$ cat src/rtl/sensor_scan_scheduler_pkg.sv
// Shared definitions for the sensor scan scheduler and its round-robin helper.
//   State encoding (3-bit) for the scan FSM, default conversion timeout,
//   and the width of the conversion timeout timer.
package sensor_scan_scheduler_pkg;

   localparam logic [2:0] ST_IDLE   = 3'd0;
   localparam logic [2:0] ST_SELECT = 3'd1;
   localparam logic [2:0] ST_START  = 3'd2;
   localparam logic [2:0] ST_WAIT   = 3'd3;
   localparam logic [2:0] ST_STORE  = 3'd4;
   localparam logic [2:0] ST_NEXT   = 3'd5;

   localparam int unsigned DEFAULT_TIMEOUT_TICKS = 8;
   // Timeout limit is at most 255, so an 8-bit timer always suffices
   localparam int unsigned TIMER_W = 8;

endpackage

$ cat src/rtl/sensor_scan_scheduler_rr_next_sel.sv
// Round-robin selector: first set mask bit at or after ptr, wrapping at N_CH.
//   ptr        : starting channel index
//   mask       : candidate channels (1 = eligible)
//   next_idx_c : selected index (0 when nothing found)
//   found_c    : at least one mask bit set
module rr_next_sel #(
   parameter int unsigned N_CH = 4,
   parameter int unsigned CH_W = 2
) (
   input  logic [CH_W-1:0] ptr,
   input  logic [N_CH-1:0] mask,
   output logic [CH_W-1:0] next_idx_c,
   output logic            found_c
);

   logic [CH_W:0] cand;

   // Scan offsets from farthest to nearest so the nearest hit is the last one written
   always_comb begin
      next_idx_c = '0;
      found_c    = 1'b0;
      cand       = '0;
      for (int k = int'(N_CH) - 1; k >= 0; k--) begin
         cand = {1'b0, ptr} + (CH_W+1)'(k);
         if (cand >= (CH_W+1)'(N_CH)) cand = cand - (CH_W+1)'(N_CH);
         if (mask[CH_W'(cand)]) begin
            next_idx_c = CH_W'(cand);
            found_c    = 1'b1;
         end
      end
   end

endmodule

$ cat src/rtl/sensor_scan_scheduler.sv
// Round-robin scheduler sharing one ADC among N_CH sensor channels.
//   clk_16ms, rst (async, active-low)
//   run, ch_mask              : scan enable and channel inclusion mask
//   adc_start, adc_ch         : conversion request pulse and channel select
//   adc_done, adc_data        : conversion complete pulse and sample
//   sample_bus, sample_valid  : latched samples and per-channel update pulse
//   chan_enable               : one-hot pulse to the channel's protection FSM
//   timeout_err, err_clr      : sticky per-channel timeout flags and their clear
//   busy, scan_done           : not idle; end-of-pass pulse
module sensor_scan_scheduler
   import sensor_scan_scheduler_pkg::*;
#(
   parameter int unsigned N_CH          = 4,
   parameter int unsigned DATA_W        = 12,
   parameter int unsigned CH_W          = 2,
   parameter int unsigned TIMEOUT_TICKS = DEFAULT_TIMEOUT_TICKS
) (
   input  logic                     clk_16ms,
   input  logic                     rst,
   input  logic                     run,
   input  logic [N_CH-1:0]          ch_mask,
   output logic                     adc_start,
   output logic [CH_W-1:0]          adc_ch,
   input  logic                     adc_done,
   input  logic [DATA_W-1:0]        adc_data,
   output logic [N_CH*DATA_W-1:0]   sample_bus,
   output logic [N_CH-1:0]          sample_valid,
   output logic [N_CH-1:0]          chan_enable,
   output logic [N_CH-1:0]          timeout_err,
   input  logic                     err_clr,
   output logic                     busy,
   output logic                     scan_done
);

   localparam int unsigned BUS_W = N_CH * DATA_W;

   logic [2:0]         state_q, state_d;
   logic [CH_W-1:0]    ptr_q, ptr_d;
   logic [CH_W-1:0]    adc_ch_q, adc_ch_d;
   logic [BUS_W-1:0]   sample_bus_q, sample_bus_d;
   logic [N_CH-1:0]    timeout_err_q, timeout_err_d;
   logic [TIMER_W-1:0] timer_q, timer_d;
   logic               adc_start_q, adc_start_d;
   logic [N_CH-1:0]    sample_valid_q, sample_valid_d;
   logic [N_CH-1:0]    chan_enable_q, chan_enable_d;
   logic               scan_done_q, scan_done_d;
   logic               busy_q, busy_d;

   logic [CH_W-1:0]    sel_idx_c;
   logic               sel_found_c;
   logic [CH_W-1:0]    mask_top_c;

   rr_next_sel #(
      .N_CH (N_CH),
      .CH_W (CH_W)
   ) u_rr_next_sel (
      .ptr        (ptr_q),
      .mask       (ch_mask),
      .next_idx_c (sel_idx_c),
      .found_c    (sel_found_c)
   );

   // Highest included channel marks the end of a pass
   always_comb begin
      mask_top_c = '0;
      for (int i = 0; i < int'(N_CH); i++) begin
         if (ch_mask[i]) mask_top_c = CH_W'(i);
      end
   end

   always_comb begin
      state_d       = state_q;
      ptr_d         = ptr_q;
      adc_ch_d      = adc_ch_q;
      sample_bus_d  = sample_bus_q;
      timer_d       = timer_q;
      // Clear first so a timeout in the same cycle still sets its bit
      timeout_err_d = err_clr ? '0 : timeout_err_q;

      case (state_q)
         ST_IDLE: begin
            if (run && (|ch_mask)) state_d = ST_SELECT;
         end
         ST_SELECT: begin
            if (sel_found_c) begin
               adc_ch_d = sel_idx_c;
               state_d  = ST_START;
            end else begin
               state_d  = ST_IDLE;
            end
         end
         ST_START: begin
            timer_d = '0;
            state_d = ST_WAIT;
         end
         ST_WAIT: begin
            if (adc_done) begin
               for (int i = 0; i < int'(N_CH); i++) begin
                  if (adc_ch_q == CH_W'(i)) sample_bus_d[i*DATA_W +: DATA_W] = adc_data;
               end
               state_d = ST_STORE;
            end else if (timer_q == TIMER_W'(TIMEOUT_TICKS - 1)) begin
               timeout_err_d[adc_ch_q] = 1'b1;
               state_d = ST_NEXT;
            end else begin
               timer_d = timer_q + TIMER_W'(1);
            end
         end
         ST_STORE: begin
            state_d = ST_NEXT;
         end
         ST_NEXT: begin
            ptr_d   = (adc_ch_q == CH_W'(N_CH - 1)) ? '0 : adc_ch_q + CH_W'(1);
            state_d = run ? ST_SELECT : ST_IDLE;
         end
         default: begin
            state_d = ST_IDLE;
         end
      endcase

      // Pulses are registered against the state being entered so they line up with it
      adc_start_d    = (state_d == ST_START);
      busy_d         = (state_d != ST_IDLE);
      sample_valid_d = '0;
      chan_enable_d  = '0;
      scan_done_d    = 1'b0;
      if (state_d == ST_STORE) begin
         sample_valid_d[adc_ch_q] = 1'b1;
         chan_enable_d[adc_ch_q]  = 1'b1;
      end
      if (state_d == ST_NEXT) scan_done_d = (adc_ch_q == mask_top_c);
   end

   always_ff @(posedge clk_16ms or negedge rst) begin
      if (!rst) begin
         state_q        <= ST_IDLE;
         ptr_q          <= '0;
         adc_ch_q       <= '0;
         sample_bus_q   <= '0;
         timeout_err_q  <= '0;
         timer_q        <= '0;
         adc_start_q    <= 1'b0;
         sample_valid_q <= '0;
         chan_enable_q  <= '0;
         scan_done_q    <= 1'b0;
         busy_q         <= 1'b0;
      end else begin
         state_q        <= state_d;
         ptr_q          <= ptr_d;
         adc_ch_q       <= adc_ch_d;
         sample_bus_q   <= sample_bus_d;
         timeout_err_q  <= timeout_err_d;
         timer_q        <= timer_d;
         adc_start_q    <= adc_start_d;
         sample_valid_q <= sample_valid_d;
         chan_enable_q  <= chan_enable_d;
         scan_done_q    <= scan_done_d;
         busy_q         <= busy_d;
      end
   end

   assign adc_start    = adc_start_q;
   assign adc_ch       = adc_ch_q;
   assign sample_bus   = sample_bus_q;
   assign sample_valid = sample_valid_q;
   assign chan_enable  = chan_enable_q;
   assign timeout_err  = timeout_err_q;
   assign busy         = busy_q;
   assign scan_done    = scan_done_q;

endmodule

$ cat config.mk
export PLATFORM = sky130hd
export DESIGN_NAME = sensor_scan_scheduler
export DESIGN_NICKNAME = d
export VERILOG_FILES = /design/src/rtl/sensor_scan_scheduler_pkg.sv /design/src/rtl/sensor_scan_scheduler_rr_next_sel.sv /design/src/rtl/sensor_scan_scheduler.sv
export SDC_FILE = /design/constraint.sdc
export NUM_CORES = 1
export LEC_CHECK = 0
export CAP_MARGIN = 20
export CORE_MARGIN = 3
export CORE_UTILIZATION = 48
export CTS_CLUSTER_SIZE = 10
export DETAILED_ROUTE_END_ITERATION = 7
export PLACE_DENSITY = 0.81
export RECOVER_POWER = 100
export SYNTH_ARGS = -nofsm -noshare
export SYNTH_HDL_FRONTEND = slang
export SYNTH_HIERARCHICAL = 1
export SYNTH_SLANG_ARGS = --single-unit
$ cat constraint.sdc
create_clock -name clk_16ms -period 2 [get_ports clk_16ms]
set_input_delay 0.5 -clock clk_16ms [delete_from_list [all_inputs] [get_ports clk_16ms]]
set_output_delay 0.5 -clock clk_16ms [all_outputs]
set_load 0.03 [all_outputs]
==> impl_metrics.tcl <==
set metrics [dict create \
    cp_data_required_time_ns 1.50 \
    crit_slowest_cell "dlygate4sd3_1" \
    cts_setup_buffers 0 \
    grt_max_degree 75 \
    setup_tns_ns 0 \
    syn_avg_cell_area_um2 13.1 \
    grt_use_total 0.197 \
    area_delta_synth_final_pct 36.7 \
    power.switching_mw 2.66 \
    p_int_mw 3.95 \
    num_vias 2237 \
    synth_top_family_by_area "multiplexers" \
    finalCriticalPeriod_ns 1.92 \
    cp.depth 1 \
    clkLatencyLatePin_ns 0.33 \
    final_core_util 0.702 \
    path_buf_inv 1 \
    start_kind "flip-flop" \
    crit_fanout 2 \
    violations "capacitance limit, slew limit" \
    core_um2 6170 \
    drive_gt1_frac 0.104 \
    p_clk_frac 0.162 \
    wire_per_inst_um 16.5 \
    die_w_um 87.2 \
    diodes 0 \
    row_count 28 \
    criticalPathCategory "flip-flop to output port" \
    arrival_ns 1.42 \
    instances_no_fill 420 \
    layout_common_cells "dfrtp_1 (74), clkdlybuf4s50_1 (67), mux2_1 (48), nand2_1 (19), dlygate4sd3_1 (15)" \
    fmax_mhz 520 \
    synth-simple-area-share 0.101 \
    synth_cells 242 \
    r2r_slack_ns 0.13 \
    place.gp.congestion 0.771 \
    placedCellCount 404 \
    reg2reg_from "timer_q[3]" \
    nets 366 \
    peakVddDrop_uv 1070 \
    cts_tree "built" \
    slew_headroom -0.0510 \
    rsz0062_at_grt "false" \
    ctsLongestPathBuffers 2 \
    synth-seq-cells 74 \
    cp_top_family "buffers and inverters" \
    sw_frac_of_total 0.402 \
    r2r_end "timer_q[1]" \
    synth_xor_area_frac 0.00553 \
    die_area_um2 7610 \
    htree_levels 3 \
    cts_sinks 74 \
    numCtsBuffers 9 \
    endpoint "sample_bus[9]" \
    yosysSeqAreaShare 0.585 \
    drt-vias-per-instance 5.33 \
    period_share 0.961 \
    clk_pin_slew_ns 0.08 \
    grt_pass1_wl_mm 11.5 \
    synth_warnings 6 \
    antenna_found_initial 0 \
    clock_skew_ns 0.00791 \
    holdBufCountCts 0 \
    cap_violations 1 \
    pwr-share-seq 0.370 \
    hold_violations 0 \
    drtPass1Iterations 4 \
    outcome "finished, violations left" \
    port_buffers 85 \
    worst_path_largest_cell_delay_ns 0.75 \
    synthAdderAreaFrac 0.0198 \
    power_mw 6.61 \
    ys_async_sr_fraction 1.00 \
    synth_nets 268 \
    cp-end-kind "output port" \
    drc 0 \
    muxShareOfSynthArea 0.184 \
    final_common_cell "dfrtp_1" \
    ys_types 45 \
    initial_core_util 0.514 \
    power.density_nw_per_um2 1530 \
    min_path_type "flip-flop to flip-flop" \
    tightestPinTransition_ns 1.58 \
    leakagePower_nw 1.99 \
    syn_area_um2 3170 \
    grt_pass1_vias 2317 \
    synth_flop_cell "dfrtp_1" \
    die_h_um 87.2 \
    report.final.slew_viol_count 75 \
    setup_viol 0 \
    cts_root_buffer "clkbuf_8" \
    drtAntennaViolNets 0 \
    grt_overflow_total 0 \
    critical_path.cell_chain "dlygate4sd3_1" \
    wl_mm 6.92 \
    drtIter0Drc 121 \
    dp_hpwl_mm 5.07 \
    combPwrFrac 0.468 \
    reg2reg_depth 5 \
    ioPinCount 86 \
    holdWs_ns 0.487 \
    synth-compound-area-share 0.0691 \
    startpoint "sample_bus[9]" \
    synth_edf_count 0 \
]
## cell usage after synthesis, drive strengths merged, types with 2 or more instances
master,count,share of area
nor3b,2,0.0047
nand3,5,0.0079
nand2b,5,0.0099
nor4b,2,0.0075
xor2,2,0.0055
and4bb,2,0.0079
buf,10,0.022
mux2,49,0.17
o311ai,2,0.011
ha,5,0.020
inv,11,0.013
nand2,19,0.023
o21ai,9,0.014
a21oi,6,0.0095
nor2,8,0.0095
or3,2,0.0040
mux2i,3,0.0095
dfrtp,74,0.58
and3,3,0.0059
nor3,3,0.0047
nand4,2,0.0040
a211oi,2,0.0063
o31ai,2,0.0063
## registers in the layout (all words and copies together), names as in the netlist
signal,flops
timeout_err,4
scan_done,1
chan_enable,4
adc_ch,2
state_q,3
adc_start,1
busy,1
sample_bus,48
timer_q,8
ptr_q,2
## final cells by class
cell class / instances / area (um2)
inverter: 11 / 41.3
fill: 451 / 1840
clock inverter: 4 / 25.0
timing repair buffer: 98 / 973
multi-input combinational: 146 / 1180
clock buffer: 12 / 165
tap: 75 / 93.8
sequential: 74 / 1850
## per-layer routing
metal / wire (um) / vias up / track usage
met4: 153 / 0 / 0.0907
met1: 2960 / 1106 / 0.250
met3: 306 / 11 / 0.0378
met5: 0 / - / 0
met2: 3500 / 65 / 0.327
li1: - / 1055 / -
## timing repair
item / in CTS / in global routing
resized for setup: 2 / 0
endpoints found under the setup margin: 2 / 0
hold endpoints to repair: 0 / 0
## metrics by stage
stage               setup slack, ns  area, um2
floorplan                     0.265       3170
global placement           -0.00248       4190
detailed placement          -0.0366       4190
CTS                          0.0816       4380
global route                 0.0270       4330
finish                       0.0772       4330
## worst min path at each step
stage	startpoint	cells after the start	to
final	sample_bus[46]	1	sample_bus[46]
after global routing	sample_bus[9]	1	sample_bus[9]
after CTS	rst	2	sample_bus[4]
after detailed placement	sample_bus[27]	1	sample_bus[27]
after global placement	sample_bus[27]	1	sample_bus[27]
after floorplan	rst	0	adc_ch[0]
## power by group through the flow
stage | sequential (mW) | combinational [mW] | clock (mW)
global route | 2.52 | 3.29 | 1.18
finish | 2.44 | 3.09 | 1.07
floorplan | 3.37 | 0.865 | 0
CTS | 2.45 | 3.20 | 1.09
global placement | 2.44 | 3.13 | 0
detailed placement | 2.47 | 3.21 | 0
## cells by family (layout without fill, tap and decap cells)
| group | Yosys count | after routing |
|---|---|---|
| DFF | 74 | 74 |
| adders and majority gates | 5 | 5 |
| buffers and inverters | 22 | 125 |
| xor gates and xnor gates | 2 | 2 |
| and+or+nand+nor | 58 | 58 |
| muxes | 52 | 52 |
| AOI/OAI and AO/OA | 29 | 29 |
No activity file was read; power rests on OpenSTA's default activity.
